`config.mk`:
```
export PLATFORM = sky130hd
export DESIGN_NAME = conv_filter_engine_flat
export DESIGN_NICKNAME = d
export VERILOG_FILES = /design/src/rtl/conv_filter_engine_if.sv /design/src/rtl/conv_filter_engine.sv /design/src/flat_wrapper.sv
export SDC_FILE = /design/constraint.sdc
export NUM_CORES = 1
export LEC_CHECK = 0
export CORE_MARGIN = 3
export CORE_UTILIZATION = 50
export CTS_CLUSTER_DIAMETER = 80
export DETAILED_ROUTE_END_ITERATION = 6
export PLACE_DENSITY = 0.7
export SLEW_MARGIN = 20
export SYNTH_ARGS = -nofsm -noshare
export SYNTH_HDL_FRONTEND = slang
export SYNTH_SLANG_ARGS = --single-unit
```
`constraint.sdc`:
```
create_clock -name clk -period 12.45 [get_ports clk]
set_input_delay 1.8675 -clock clk [delete_from_list [all_inputs] [get_ports clk]]
set_output_delay 1.8675 -clock clk [all_outputs]
set_load 0.02 [all_outputs]
```
`src/rtl/conv_filter_engine_if.sv`:
```
// Avalon-MM slave bus bundle for conv_filter_engine.
// The CPU/DMAC side uses the master modport and the engine uses the slave modport.
interface conv_filter_engine_if #(
    parameter int ADDR_W = 7
);
    logic [ADDR_W-1:0] address;
    logic              read;
    logic              write;
    logic [31:0]       writedata;
    logic [31:0]       readdata;
    logic              waitrequest;

    modport master (
        output address, read, write, writedata,
        input  readdata, waitrequest
    );

    modport slave (
        input  address, read, write, writedata,
        output readdata, waitrequest
    );
endinterface

```
`src/rtl/conv_filter_engine.sv`:
```
// conv_filter_engine: single-pixel KSIZE x KSIZE grayscale convolution engine
// on an Avalon-MM slave. The host loads window pixels and kernel coefficients,
// then starts a run. The engine accumulates one tap per cycle, then shifts,
// optionally takes the absolute value, and clamps the sum into one result pixel.
// Optional feature macro: FILTER_IRQ_EN adds the irq output and CTRL[2] irq_en.
//
// state   | meaning
// IDLE    | registers accessible, waiting for a start trigger
// COMPUTE | one multiply-accumulate per cycle, idx 0..NUM_TAPS-1
// FINISH  | shift/abs/clamp the accumulator into result, set done
module conv_filter_engine #(
    parameter int BIT_PER_PIXEL = 8,
    parameter int KSIZE         = 3,
    parameter int COEF_W        = 5,
    parameter int ADDR_W        = 7
) (
    input  logic                   clk,
    input  logic                   reset,
    conv_filter_engine_if.slave    bus
`ifdef FILTER_IRQ_EN
    ,
    output logic                   irq
`endif
);
    localparam int B        = BIT_PER_PIXEL;
    localparam int NUM_TAPS = KSIZE * KSIZE;
    localparam int IDX_W    = (NUM_TAPS > 1) ? $clog2(NUM_TAPS) : 1;
    localparam int ACC_W    = B + COEF_W + $clog2(NUM_TAPS) + 1;

    localparam logic [ADDR_W-1:0] A_NT     = ADDR_W'(NUM_TAPS);
    localparam logic [ADDR_W-1:0] A_COEF   = ADDR_W'(32);
    localparam logic [ADDR_W-1:0] A_CTRL   = ADDR_W'(64);
    localparam logic [ADDR_W-1:0] A_STATUS = ADDR_W'(65);
    localparam logic [ADDR_W-1:0] A_RESULT = ADDR_W'(66);
    localparam logic [IDX_W-1:0]  LAST_IDX = IDX_W'(NUM_TAPS - 1);
    localparam logic signed [COEF_W-1:0] CENTRE_COEF = COEF_W'(NUM_TAPS - 1);

    typedef enum logic [1:0] {IDLE, COMPUTE, FINISH} state_t;

    state_t                     state_q, state_d;
    logic [IDX_W-1:0]           idx_q, idx_d;
    logic signed [ACC_W-1:0]    acc_q, acc_d;
    logic [B-1:0]               result_q, result_d;
    logic                       done_q, done_d;
    logic                       abs_en_q, abs_en_d;
    logic                       auto_q, auto_d;
    logic [3:0]                 shift_q, shift_d;
    logic                       irq_en_q, irq_en_d;
    logic                       irq_q, irq_d;
    logic [3*B-1:0]             pix_q [NUM_TAPS];
    logic [3*B-1:0]             pix_d [NUM_TAPS];
    logic signed [COEF_W-1:0]   coef_q [NUM_TAPS];
    logic signed [COEF_W-1:0]   coef_d [NUM_TAPS];

    logic                       busy, is_pix, is_coef, is_ctrl, rd_only, start_trig, wr_ok;
    logic [ADDR_W-1:0]          coef_off;
    logic [IDX_W-1:0]           a_idx;
    logic [B-1:0]               gray, res_clamped;
    logic [COEF_W-1:0]          coef_sel;
    logic signed [ACC_W-1:0]    prod, v;
    logic                       unused_wdata;

    assign busy     = (state_q != IDLE);
    assign is_pix   = (bus.address < A_NT);
    assign is_coef  = (bus.address >= A_COEF) && (bus.address < A_COEF + A_NT);
    assign is_ctrl  = (bus.address == A_CTRL);
    assign coef_off = bus.address - A_COEF;
    assign a_idx    = is_pix ? bus.address[IDX_W-1:0] : coef_off[IDX_W-1:0];
    assign rd_only  = bus.read && !bus.write;
    assign coef_sel = coef_q[a_idx];
    assign unused_wdata = ^bus.writedata;

    // Stall RESULT reads and register writes while a run is in flight.
    assign bus.waitrequest = busy && ((rd_only && bus.address == A_RESULT) ||
                                      (bus.write && (is_pix || is_coef || is_ctrl)));
    assign wr_ok      = bus.write && !bus.waitrequest;
    assign start_trig = (state_q == IDLE) && bus.write &&
                        ((is_ctrl && bus.writedata[0]) ||
                         (bus.address == A_NT - ADDR_W'(1) && auto_q));

    // Tap datapath: grayscale the current pixel and multiply by its signed coefficient.
    always_comb begin
        gray = B'((77 * 32'(pix_q[idx_q][B-1:0]) + 150 * 32'(pix_q[idx_q][2*B-1:B]) +
                   29 * 32'(pix_q[idx_q][3*B-1:2*B])) >> 8);
        prod = $signed({{(ACC_W-B){1'b0}}, gray}) *
               $signed({{(ACC_W-COEF_W){coef_q[idx_q][COEF_W-1]}}, coef_q[idx_q]});
        v = acc_q >>> shift_q;
        if (abs_en_q && v[ACC_W-1]) v = -v;
        if (v[ACC_W-1])              res_clamped = '0;
        else if (|v[ACC_W-2:B])      res_clamped = '1;
        else                         res_clamped = v[B-1:0];
    end

    // Next-state logic for the sequencer, register file writes and done/irq flags.
    always_comb begin
        state_d  = state_q;
        idx_d    = idx_q;
        acc_d    = acc_q;
        result_d = result_q;
        done_d   = done_q;
        abs_en_d = abs_en_q;
        auto_d   = auto_q;
        shift_d  = shift_q;
        irq_en_d = irq_en_q;
        pix_d    = pix_q;
        coef_d   = coef_q;
        case (state_q)
            IDLE: begin
                if (start_trig) begin
                    state_d = COMPUTE;
                    idx_d   = '0;
                    acc_d   = '0;
                    done_d  = 1'b0;
                end
            end
            COMPUTE: begin
                acc_d = acc_q + prod;
                if (idx_q == LAST_IDX) state_d = FINISH;
                else                   idx_d   = idx_q + IDX_W'(1);
            end
            FINISH: begin
                result_d = res_clamped;
                done_d   = 1'b1;
                state_d  = IDLE;
            end
            default: state_d = IDLE;
        endcase
        if (wr_ok) begin
            if (is_pix)  pix_d[a_idx]  = bus.writedata[3*B-1:0];
            if (is_coef) coef_d[a_idx] = bus.writedata[COEF_W-1:0];
            if (is_ctrl) begin
                abs_en_d = bus.writedata[1];
`ifdef FILTER_IRQ_EN
                irq_en_d = bus.writedata[2];
`endif
                auto_d   = bus.writedata[3];
                shift_d  = bus.writedata[7:4];
            end
        end
        if (rd_only && bus.address == A_RESULT && !bus.waitrequest) done_d = 1'b0;
`ifdef FILTER_IRQ_EN
        irq_d = done_d && irq_en_d;
`else
        irq_d = 1'b0;
`endif
    end

    // Combinational read mux; simultaneous read+write is treated as a write.
    always_comb begin
        bus.readdata = '0;
        if (rd_only) begin
            if (is_pix)                          bus.readdata = 32'(pix_q[a_idx]);
            else if (is_coef)                    bus.readdata = {{(32-COEF_W){coef_sel[COEF_W-1]}}, coef_sel};
            else if (bus.address == A_CTRL)      bus.readdata = {24'd0, shift_q, auto_q, irq_en_q, abs_en_q, 1'b0};
            else if (bus.address == A_STATUS)    bus.readdata = {30'd0, done_q, busy};
            else if (bus.address == A_RESULT)    bus.readdata = 32'(result_q);
        end
    end

    // State and register-file storage, async reset to the edge-detect kernel.
    always_ff @(posedge clk or posedge reset) begin
        if (reset) begin
            state_q  <= IDLE;
            idx_q    <= '0;
            acc_q    <= '0;
            result_q <= '0;
            done_q   <= 1'b0;
            abs_en_q <= 1'b0;
            auto_q   <= 1'b0;
            shift_q  <= '0;
            irq_en_q <= 1'b0;
            irq_q    <= 1'b0;
            for (int i = 0; i < NUM_TAPS; i++) begin
                pix_q[i]  <= '0;
                coef_q[i] <= (i == NUM_TAPS / 2) ? CENTRE_COEF : '1;
            end
        end else begin
            state_q  <= state_d;
            idx_q    <= idx_d;
            acc_q    <= acc_d;
            result_q <= result_d;
            done_q   <= done_d;
            abs_en_q <= abs_en_d;
            auto_q   <= auto_d;
            shift_q  <= shift_d;
            irq_en_q <= irq_en_d;
            irq_q    <= irq_d;
            pix_q    <= pix_d;
            coef_q   <= coef_d;
        end
    end

`ifdef FILTER_IRQ_EN
    assign irq = irq_q;
`endif
endmodule

```
`src/flat_wrapper.sv`:
```
// flat-port wrapper written by rule: the top's interface ports become plain ports
module conv_filter_engine_flat 
#(
    parameter int BIT_PER_PIXEL = 8,
    parameter int KSIZE         = 3,
    parameter int COEF_W        = 5,
    parameter int ADDR_W        = 7
)
  (clk, reset, bus_address, bus_read, bus_write, bus_writedata, bus_readdata, bus_waitrequest);
  conv_filter_engine_if #(.ADDR_W(ADDR_W)) bus_i ();
  input  logic clk;
  input  logic reset;
  input wire logic [$bits(bus_i.address)-1:0] bus_address;
  input wire logic [$bits(bus_i.read)-1:0] bus_read;
  input wire logic [$bits(bus_i.write)-1:0] bus_write;
  input wire logic [$bits(bus_i.writedata)-1:0] bus_writedata;
  output wire logic [$bits(bus_i.readdata)-1:0] bus_readdata;
  output wire logic [$bits(bus_i.waitrequest)-1:0] bus_waitrequest;
  assign bus_i.address = bus_address;
  assign bus_i.read = bus_read;
  assign bus_i.write = bus_write;
  assign bus_i.writedata = bus_writedata;
  assign bus_readdata = bus_i.readdata;
  assign bus_waitrequest = bus_i.waitrequest;
  conv_filter_engine #(.BIT_PER_PIXEL(BIT_PER_PIXEL), .KSIZE(KSIZE), .COEF_W(COEF_W), .ADDR_W(ADDR_W)) u_core (.clk(clk), .reset(reset), .bus(bus_i));
endmodule
```
==> out/qor.txt, run 1 <==
Max Cap Viol: 0
Clock sinks: 300
Final WL: 58420 µm
Post-synthesis sequential area ratio: 33.66%
Slowest stage delay, CP: 0.56 ns
Skew final: 0.01892 ns
Vias in the first global route: 16420
Predominant post-synthesis flop cell: dfrtp_1
Fill cells: 3651
Simple logic cell fraction of the synthesized area: 7.456%
Crit-path max FO: 6
Initial antenna violation count: 0
Root Buffer: clkbuf_16
Max Fclk: 83.33 MHz
Layout cells sized above 1: 32.61%
Status: finished, final reports clean
Global Route Usage Sum: 24.50%
Mux share of post-synthesis cell area: 29.75%
Post-DRT Antenna Nets: 0
Worst-path clk slew: 0.06 ns
CTS Hold Bufs: 0
Final Hold Fails: 0
Mapped Cells: 1951
Ports: 76
Ys Warns: 0
Final cell count without fillers: 2662
P per Cell Area: 140.6 nW/µm²
Complex-gate fraction of the synthesized area: 8.286%
CP most frequent cell: fa_1
Die area: 47490 µm²
Global-route wire length before repair: 91520 µm
Multi-input gate area: 14010 µm²
Critical path's slowest cell: fa_1
WP data arrival: 12.42 ns
Synthesized area per cell: 11.51 µm²
Post-Place Worst Slack: -0.2190 ns
Adder-cell share of the synthesized area: 13.93%
Critical path startpoint category: flip-flop
Top cell type's share of synthesized area: 28.86%
Clk_lat worst skew: 0.54 ns
Pin count of the biggest net entering global routing: 184
DRC Markers: 0
Hold crit path type: reg -> reg
CTS tree: done
Yosys cell types: 73
Slew HR: 25.92%
Peak supply drop: 84.95 µV
Layout Nets: 2293
CTS buffer count: 34
Core Box Area: 44320 µm²
Top cells by count, synth: 272 x mux2_2, 259 x dfrtp_1, 175 x inv_1
Setup violators final: 0
Min Tclk post-route: 12.00 ns
Number of DRC markers in iteration 0: 1403
GR Overflow Total: 0
Layout area overhead: 14.05%
Gpl congestion: 0.8854
Crit path kind: reg -> reg
Pleak: 0.01194 µW
WP data required: 12.87 ns
Port bufs: 67
Storage cell area: 7567 µm²
Top cells by area, synth: dfrtp_1 29%, mux2_2 14%, mux4_2 13%
Post-detail-place hpwl: 38710 µm
Die Ht: 217.9 µm
DR WL/cell: 21.95 µm
TritonRoute pass-1 iters: 5
Largest family of logic cells by synthesized area: multiplexers
Asr flop ratio synth: 100.0%
H-tree levels: 2
Via/cell ratio: 6.101
Layout Utilization: 57.79%
Most common cell in the netlist: mux2_2
Seq cells post-synth: 300
XOR/XNOR Fraction of Synth Area: 1.716%
Row cnt: 77
Final worst slack: 0.4493 ns
Placed Cells incl. Taps: 2587
Max Slew Vio Count: 0
Die width: 217.9 µm
Diode count: 0
Initial Util: 50.67%
CP Capture Type: flip-flop
Fin crit share: 96.39%
Post-Syn Nets: 2199
Max Root-Sink Buffers: 3
Area leader, netlist: dfrtp_1
Post-synth EDFFs: 0
Worst slew pin tran: 1.100 ns
Total number of vias: 16240
Mapped cell area: 22450 µm²
[worst paths after layout]
check | start | end | slack (ns) | cells after the start
worst max-delay path | u_core.idx_q[1]$_DFFE_PP0P_ | u_core.acc_q[14]$_DFFE_PP0P_ | 0.45 | 46
worst min-delay path | u_core.done_q$_DFFE_PP0P_ | u_core.done_q$_DFFE_PP0P_ | 0.52 | 2
worst max register to register | u_core.idx_q[1]$_DFFE_PP0P_ | u_core.acc_q[14]$_DFFE_PP0P_ | 0.45 | 46
worst min register to register | u_core.done_q$_DFFE_PP0P_ | u_core.done_q$_DFFE_PP0P_ | 0.52 | 2
max in group asynchronous | reset | u_core.pix_q[106]$_DFFE_PP0P_ | 8.96 | 3
min in group asynchronous | reset | u_core.pix_q[194]$_DFFE_PP0P_ | 1.91 | 2
[cell families (layout without fill, tap and decap cells)]
family | Yosys count | after routing
multiplexers | 468 | 468
adder cells (fa/ha/maj) | 205 | 205
AO/OA/AOI/OAI | 295 | 295
buffers and inverters | 295 | 414
flip-flops | 300 | 300
XOR/XNOR | 44 | 44
AND/OR/NAND/NOR | 344 | 344
[cell usage in the layout, fill, tap and decap left out, types with 7 or more instances in the layout]
cell             count
mux2_2             272
dfstp_2             41
nand3_1             22
and2_1              10
a21oi_1             97
a22oi_1              8
o21a_1               9
clkbuf_16           35
a21oi_2             10
ha_1               123
nor2b_1             28
buf_4              103
o22ai_1             11
o221a_1              8
mux4_2             132
clkbuf_1             8
a21o_1              13
o21bai_1             8
o21ai_1              9
or2_2               10
a211oi_1             9
nor3_1              24
nor2_1              90
clkinv_2             8
mux2i_1             63
nand2b_1            12
inv_1              173
xnor2_1             31
or3_1               10
nand2_1             97
ha_4                 7
dfrtp_1            256
xor2_1              11
fa_1                74
clkdlybuf4s50_1     63
o21ai_0             54
[layer usage]
metal	global-route usage, %	share of wire [%]	vias up
met5	0	0	-
met4	6.545	2.3	0
met3	3.107	5.0	103
met2	40.85	49	433
met1	34.13	43	8456
li1	-	-	7248
[flip-flops by register name, summed over array words and instances, names as in the netlist]
register,flops
u_core.result_q,8
u_core.idx_q,4
u_core.state_q,2
u_core.abs_en_q,1
u_core.coef_q,45
u_core.acc_q,18
u_core.pix_q,216
u_core.done_q,1
u_core.shift_q,4
u_core.auto_q,1
[area by class of cell]
type / instances / share of cell area (%)
Tap cell: 592 / 2.892
Timing Repair Buffer: 178 / 6.146
Sequential cell: 300 / 29.55
Inverter: 175 / 2.594
Clock inverter: 13 / 0.3029
Multi-Input combinational cell: 1356 / 54.71
Clock buffer: 48 / 3.806
[worst max-delay path: cells and delay by family (launching register included)]
kind                       cells  cell delay, ns
buffers and inverters         11            0.74
muxes                          2            0.72
DFF                            1            0.54
xor gates and xnor gates       3            0.45
AOI/OAI and AO/OA             11            2.21
adders and majority gates     15            6.34
and+or+nand+nor                4            0.83
[stage by stage]
stage | instance area (µm²) | hold slack [ns] | TNS, ns | total power, µW
floorplan | 22500 | 0.4752 | 0 | 2133
global placement | 24160 | 0.4891 | -0.05107 | 2525
detailed placement | 24160 | 0.5065 | -0.2190 | 2565
CTS | 25270 | 0.5210 | 0 | 3552
global route | 25610 | 0.5304 | -0.1328 | 3808
finish | 25610 | 0.5156 | 0 | 3601
[power by group]
| group | switching, µW | total [µW] | internal [µW] |
|---|---|---|---|
| logic | 784 | 1460 | 672 |
| registers | 116 | 1180 | 1070 |
| clock network | 410 | 960 | 549 |
[timing repair]
action                                  in CTS  in global routing
pin swaps                                    3                 32
endpoints found under the setup margin       1                  7
buffers inserted                             3                 11
resized for setup                           10                 48
No activity file was read; power rests on OpenSTA's default activity.
==> run 2: changes to the inputs <==
--- a/config.mk
+++ b/config.mk
@@ -6,11 +6,11 @@
 export NUM_CORES = 1
 export LEC_CHECK = 0
 export CORE_MARGIN = 3
-export CORE_UTILIZATION = 50
+export CORE_UTILIZATION = 40
 export CTS_CLUSTER_DIAMETER = 80
+export CTS_CLUSTER_SIZE = 25
 export DETAILED_ROUTE_END_ITERATION = 6
-export PLACE_DENSITY = 0.7
-export SLEW_MARGIN = 20
+export SLEW_MARGIN = 10
 export SYNTH_ARGS = -nofsm -noshare
 export SYNTH_HDL_FRONTEND = slang
 export SYNTH_SLANG_ARGS = --single-unit
==> run 2 against run 1 <==
Non-clock buffer count is 2 higher. Sequential power hardly changed. Flip-flop and latch count stayed put. Critical path type unchanged.
==> out/qor.txt, run 2 (synthesis gave the netlist of run 1 again) <==
Critical path startpoint category: flip-flop
Number of DRC markers in iteration 0: 981
CTS buffer count: 22
Root Buffer: clkbuf_16
Max Fclk: 84.00 MHz
Max Slew Vio Count: 0
Crit-path max FO: 6
Slowest stage delay, CP: 0.55 ns
Setup violators final: 0
CTS tree: done
Final Power: 3439 µW
Die Ht: 242.9 µm
Crit path kind: reg -> reg
Worst slew pin tran: 1.151 ns
Final WL: 59690 µm
Clk_lat worst skew: 0.59 ns
Leading cell type in the layout, fill and taps excluded: mux2_2
Via/cell ratio: 5.715
Core Box Area: 55310 µm²
Diode count: 0
Fin crit share: 95.62%
Die width: 242.9 µm
Clock sinks: 300
Peak supply drop: 89.28 µV
Int Pwr: 2118 µW
Top layer in use: met5
Post-route cell area: 25590 µm²
Ports: 76
Max Cap Viol: 0
M1 wire length: 26550 µm
Slew HR: 22.46%
Gpl congestion: 0.8209
Met2 wire length: 28850 µm
DR WL/cell: 21.33 µm
Initial antenna violation count: 2
Most flop-heavy register: u_core.pix_q
WP data required: 12.90 ns
Post-Place Worst Slack: -0.2092 ns
Global-route wire length before repair: 94340 µm
Port bufs: 67
Final TNS setup: 0 ns
Pleak: 0.01183 µW
Max Root-Sink Buffers: 3
Min Tclk post-route: 11.90 ns
CTS Hold Bufs: 0
Layout Nets: 2283
H-tree levels: 1
Top flop regs: u_core.pix_q (216), u_core.coef_q (45), u_core.acc_q (18)
Skew final: 0.03483 ns
Layout cells sized above 1: 32.42%
Max reg flops: 216
Status: finished, final reports clean
Switch share: 38.41%
NetSw: 1321 µW
Combinational fraction of design power: 41.8%
Pin count of the biggest net entering global routing: 98
Critical path's slowest cell: mux4_2
P per Cell Area: 134.4 nW/µm²
Total number of vias: 16000
Placed Cells incl. Taps: 2751
Final Hold Fails: 0
Most frequent cells in the layout: 272 x mux2_2, 256 x dfrtp_1, 173 x inv_1
Clock network power share: 23.8%
Vias in the first global route: 16740
Global Route Usage Sum: 20.07%
Layout area overhead: 13.99%
Initial Util: 40.60%
DRC Markers: 0
Hold crit path type: reg -> reg
Die area: 59020 µm²
CP Capture Type: flip-flop
Final cell count without fillers: 2799
Sequential share of power: 34.4%
Slack of the worst reg-to-reg path: 0.55 ns
TritonRoute pass-1 iters: 5
Post-DRT Antenna Nets: 0
Dpl cell area: 24410 µm²
Final worst slack: 0.5454 ns
Post-detail-place hpwl: 41370 µm
CP most frequent cell: fa_1
GR Overflow Total: 0
WP data arrival: 12.35 ns
Worst-path clk slew: 0.09 ns
Routed met3 length: 2912 µm
Row cnt: 86
==> run 2: through the flow <==
step	utilization [%]	hold WS, ns
2_1_floorplan	-	0.4752
3_3_place_gp	44.13	0.4998
3_5_place_dp	44.13	0.5108
4_1_cts	45.73	0.5292
5_1_grt	46.28	0.5456
6_report	46.28	0.5309
==> run 2: timing repair <==
action                     CTS  global route
pin swaps                    1            29
buffers inserted             3             5
setup endpoints to repair    3             7
gates resized for setup      6            47
==> run 2: layout make-up <==
type,instances,area [µm²]
clock buffer,24,568.0
clock inverter,16,267.8
fill,5094,29710
inverter,175,664.4
multi-input combinational,1356,14020
sequential,300,7567
tap,748,935.9
timing repair buffer,180,1569
==> run 2: worst max-delay path: cells and delay by family (launching register included) <==
family | cells | cell delay, ns
AOI/OAI and AO/OA | 14 | 2.23
DFF | 1 | 0.54
muxes | 2 | 0.72
buffers and inverters | 12 | 0.89
xor gates and xnor gates | 3 | 0.58
and+or+nand+nor | 3 | 0.53
adders and majority gates | 15 | 6.26
==> run 2: path summary, 6_finish.rpt <==
kind	from	to	cells after the start
min in group asynchronous	reset	u_core.pix_q[123]$_DFFE_PP0P_	2
worst max-delay path	u_core.idx_q[1]$_DFFE_PP0P_	u_core.acc_q[14]$_DFFE_PP0P_	49
worst min register to register	u_core.pix_q[167]$_DFFE_PP0P_	u_core.pix_q[167]$_DFFE_PP0P_	1
worst min-delay path	u_core.pix_q[167]$_DFFE_PP0P_	u_core.pix_q[167]$_DFFE_PP0P_	1
worst max register to register	u_core.idx_q[1]$_DFFE_PP0P_	u_core.acc_q[14]$_DFFE_PP0P_	49
max in group asynchronous	reset	u_core.pix_q[105]$_DFFE_PP0P_	4
==> run 2: routing by layer <==
layer | global-route usage [%] | up-vias
li1 | - | 7215
met1 | 27.66 | 8308
met2 | 33.67 | 386
met3 | 2.905 | 84
met4 | 4.622 | 4
met5 | 0 | -
==> run 2: power by group through the flow <==
stage	sequential [µW]	combinational [µW]	clock, µW
global placement	1190	1370	0
global route	1200	1600	878
finish	1180	1440	819
CTS	1180	1410	844
floorplan	1140	992	0
detailed placement	1200	1390	0
==> run 3: changes to the inputs <==
--- a/config.mk
+++ b/config.mk
@@ -5,11 +5,13 @@
 export SDC_FILE = /design/constraint.sdc
 export NUM_CORES = 1
 export LEC_CHECK = 0
+export CAP_MARGIN = 30
 export CORE_MARGIN = 3
 export CORE_UTILIZATION = 40
 export CTS_CLUSTER_DIAMETER = 80
 export CTS_CLUSTER_SIZE = 25
 export DETAILED_ROUTE_END_ITERATION = 6
+export DONT_BUFFER_PORTS = 1
 export SLEW_MARGIN = 10
 export SYNTH_ARGS = -nofsm -noshare
 export SYNTH_HDL_FRONTEND = slang
==> constraint.sdc (replaced) <==
create_clock -name clk -period 12.51 [get_ports clk]
set_input_delay 1.8765 -clock clk [delete_from_list [all_inputs] [get_ports clk]]
set_output_delay 1.8765 -clock clk [all_outputs]
set_load 0.02 [all_outputs]
==> run 3 against run 2 <==
Cell area decreased by 4.1%. Worst setup slack improved by 0.014 ns. Global-route usage shrank 0.42 points. Hold slack lost 0.0062 ns. Combinational power decreased by 7%. Critical path depth fell by 3. Non-clock buffer count shrank 94. Highest routed layer is now met4.
==> out/qor.txt, run 3 (synthesis gave the netlist of run 1 again) <==
Status: finished, final reports clean
Layout Nets: 2188
CP most frequent cell: inv_1
DR WL/cell: 21.80 µm
Hold path depth: 1
Met3 usage: 3.447%
Skew final: 0.01558 ns
Hold Startpoint: u_core.shift_q[1]$_DFFE_PP0P_
Critical path's slowest cell: fa_1
WP data required: 12.95 ns
Initial Util: 40.60%
Hold crit path type: reg -> reg
Max Root-Sink Buffers: 3
Clock sinks: 300
Reg-to-Reg Start: u_core.idx_q[0]$_DFFE_PP0P_
Crit path kind: reg -> reg
CTS buffer count: 21
Die area: 59020 µm²
Die width: 242.9 µm
H-tree levels: 1
Critical path startpoint category: flip-flop
Post-detail-place hpwl: 40220 µm
CP Capture Type: flip-flop
GR Overflow Total: 0
Final WL: 58900 µm
Max reg flops: 216
Root Buffer: clkbuf_16
Crit path buf inv count: 12
Total number of vias: 15590
Ports: 76
Met2 Usage GRT: 33.36%
Diode count: 0
Worst slew pin tran: 1.009 ns
Worst Reg-to-Reg Cells: 46
P per Cell Area: 133.1 nW/µm²
DRC Markers: 0
Leading cell type in the layout, fill and taps excluded: mux2_2
Max Cap Viol: 0
RR Endpoint: u_core.acc_q[14]$_DFFE_PP0P_
Core Box Area: 55310 µm²
Min Tclk post-route: 11.95 ns
Vias in the first global route: 15950
Gpl congestion: 0.8855
Most flop-heavy register: u_core.pix_q
Row cnt: 86
Max Fclk: 83.68 MHz
Grt met1 use: 26.53%
Slew HR: 32.23%
Worst-path clk slew: 0.10 ns
TritonRoute pass-1 iters: 5
Crit-path max FO: 6
WP data arrival: 12.39 ns
Slack of the worst reg-to-reg path: 0.56 ns
Final worst slack: 0.5590 ns
Most frequent cells in the layout: 272 x mux2_2, 256 x dfrtp_1, 174 x inv_1
Post-DRT Antenna Nets: 0
Port bufs: 0
CTS tree: done
Pleak: 0.01142 µW
Final Power: 3267 µW
Top flop regs: u_core.pix_q (216), u_core.coef_q (45), u_core.acc_q (18)
Cell family with most CP delay: adder cells
Final Hold Fails: 0
Number of DRC markers in iteration 0: 1339
Setup violators final: 0
Global-route wire length before repair: 92010 µm
Pin count of the biggest net entering global routing: 176
Layout cells sized above 1: 31.78%
Hold WS: 0.5247 ns
Post-Place Worst Slack: 0.001768 ns
CTS Hold Bufs: 0
Die Ht: 242.9 µm
Fin crit share: 95.53%
Slowest stage delay, CP: 0.54 ns
Max Slew Vio Count: 0
Clk_lat worst skew: 0.55 ns
Most Used Layer, Global Route: met2
Initial antenna violation count: 1
Layout Utilization: 44.40%
Layout area overhead: 9.356%
Via/cell ratio: 5.770
Hold EP: u_core.shift_q[1]$_DFFE_PP0P_
Global Route Usage Sum: 19.65%
Peak supply drop: 110.6 µV
[run 3: cell types whose count changed in the layout (fill, tap and decap cells not counted), moves of 4 or more]
| cell | before | now |
|---|---|---|
| ha_4 | 6 | 2 |
| buf_4 | 107 | 74 |
| clkdlybuf4s50_1 | 63 | 0 |
| o21ai_1 | 6 | 1 |
| a21oi_2 | 5 | 9 |
[run 3: worst max-delay path by stage]
stage	start	to	slack, ns	depth (start not counted)
2_1_floorplan	u_core.idx_q[1]$_DFFE_PP0P_	u_core.acc_q[17]$_DFFE_PP0P_	0.02	49
3_3_place_gp	u_core.idx_q[0]$_DFFE_PP0P_	u_core.acc_q[17]$_DFFE_PP0P_	0.14	48
3_5_place_dp	u_core.idx_q[0]$_DFFE_PP0P_	u_core.acc_q[17]$_DFFE_PP0P_	0.002	48
4_1_cts	u_core.idx_q[0]$_DFFE_PP0P_	u_core.acc_q[17]$_DFFE_PP0P_	0.08	48
5_1_grt	u_core.idx_q[0]$_DFFE_PP0P_	u_core.acc_q[17]$_DFFE_PP0P_	-0.04	50
6_report	u_core.idx_q[0]$_DFFE_PP0P_	u_core.acc_q[14]$_DFFE_PP0P_	0.56	46
[run 3: where the power goes]
| group | leakage [µW] | switching, µW | internal (µW) |
|---|---|---|---|
| sequential | 0.00397 | 110 | 1060 |
| clock | 0.000356 | 391 | 362 |
| combinational | 0.00710 | 737 | 604 |
[run 3: cell type report]
class / count / area, µm²
Fill cell: 5106 / 30750
Multi-Input combinational cell: 1356 / 13920
Sequential cell: 300 / 7567
Tap cell: 748 / 935.9
Timing Repair Buffer: 86 / 742.0
Inverter: 175 / 664.4
Clock buffer: 24 / 556.8
Clock inverter: 13 / 168.9
[run 3: through the flow]
step	instance area (µm²)	instances	setup TNS [ns]
6_report	24550	2702	0
5_1_grt	24550	2702	-0.03660
4_1_cts	24220	2687	0
3_5_place_dp	23490	2650	0
3_3_place_gp	23460	2648	0
2_1_floorplan	22500	1951	0
[run 3: repair_timing]
item                       CTS  global route
setup buffers                0            12
gates cloned                 0             0
hold endpoints to repair     0             0
gates resized for setup      1            37
pin swaps                    1            16
setup endpoints to repair    1             6
[run 3: layer usage]
layer  vias up  part of all wire (%)
li1       7020                     -
met4         0                   1.7
met3        67                   5.4
met2       350                    49
met1      8154                    44
met5         -                     0
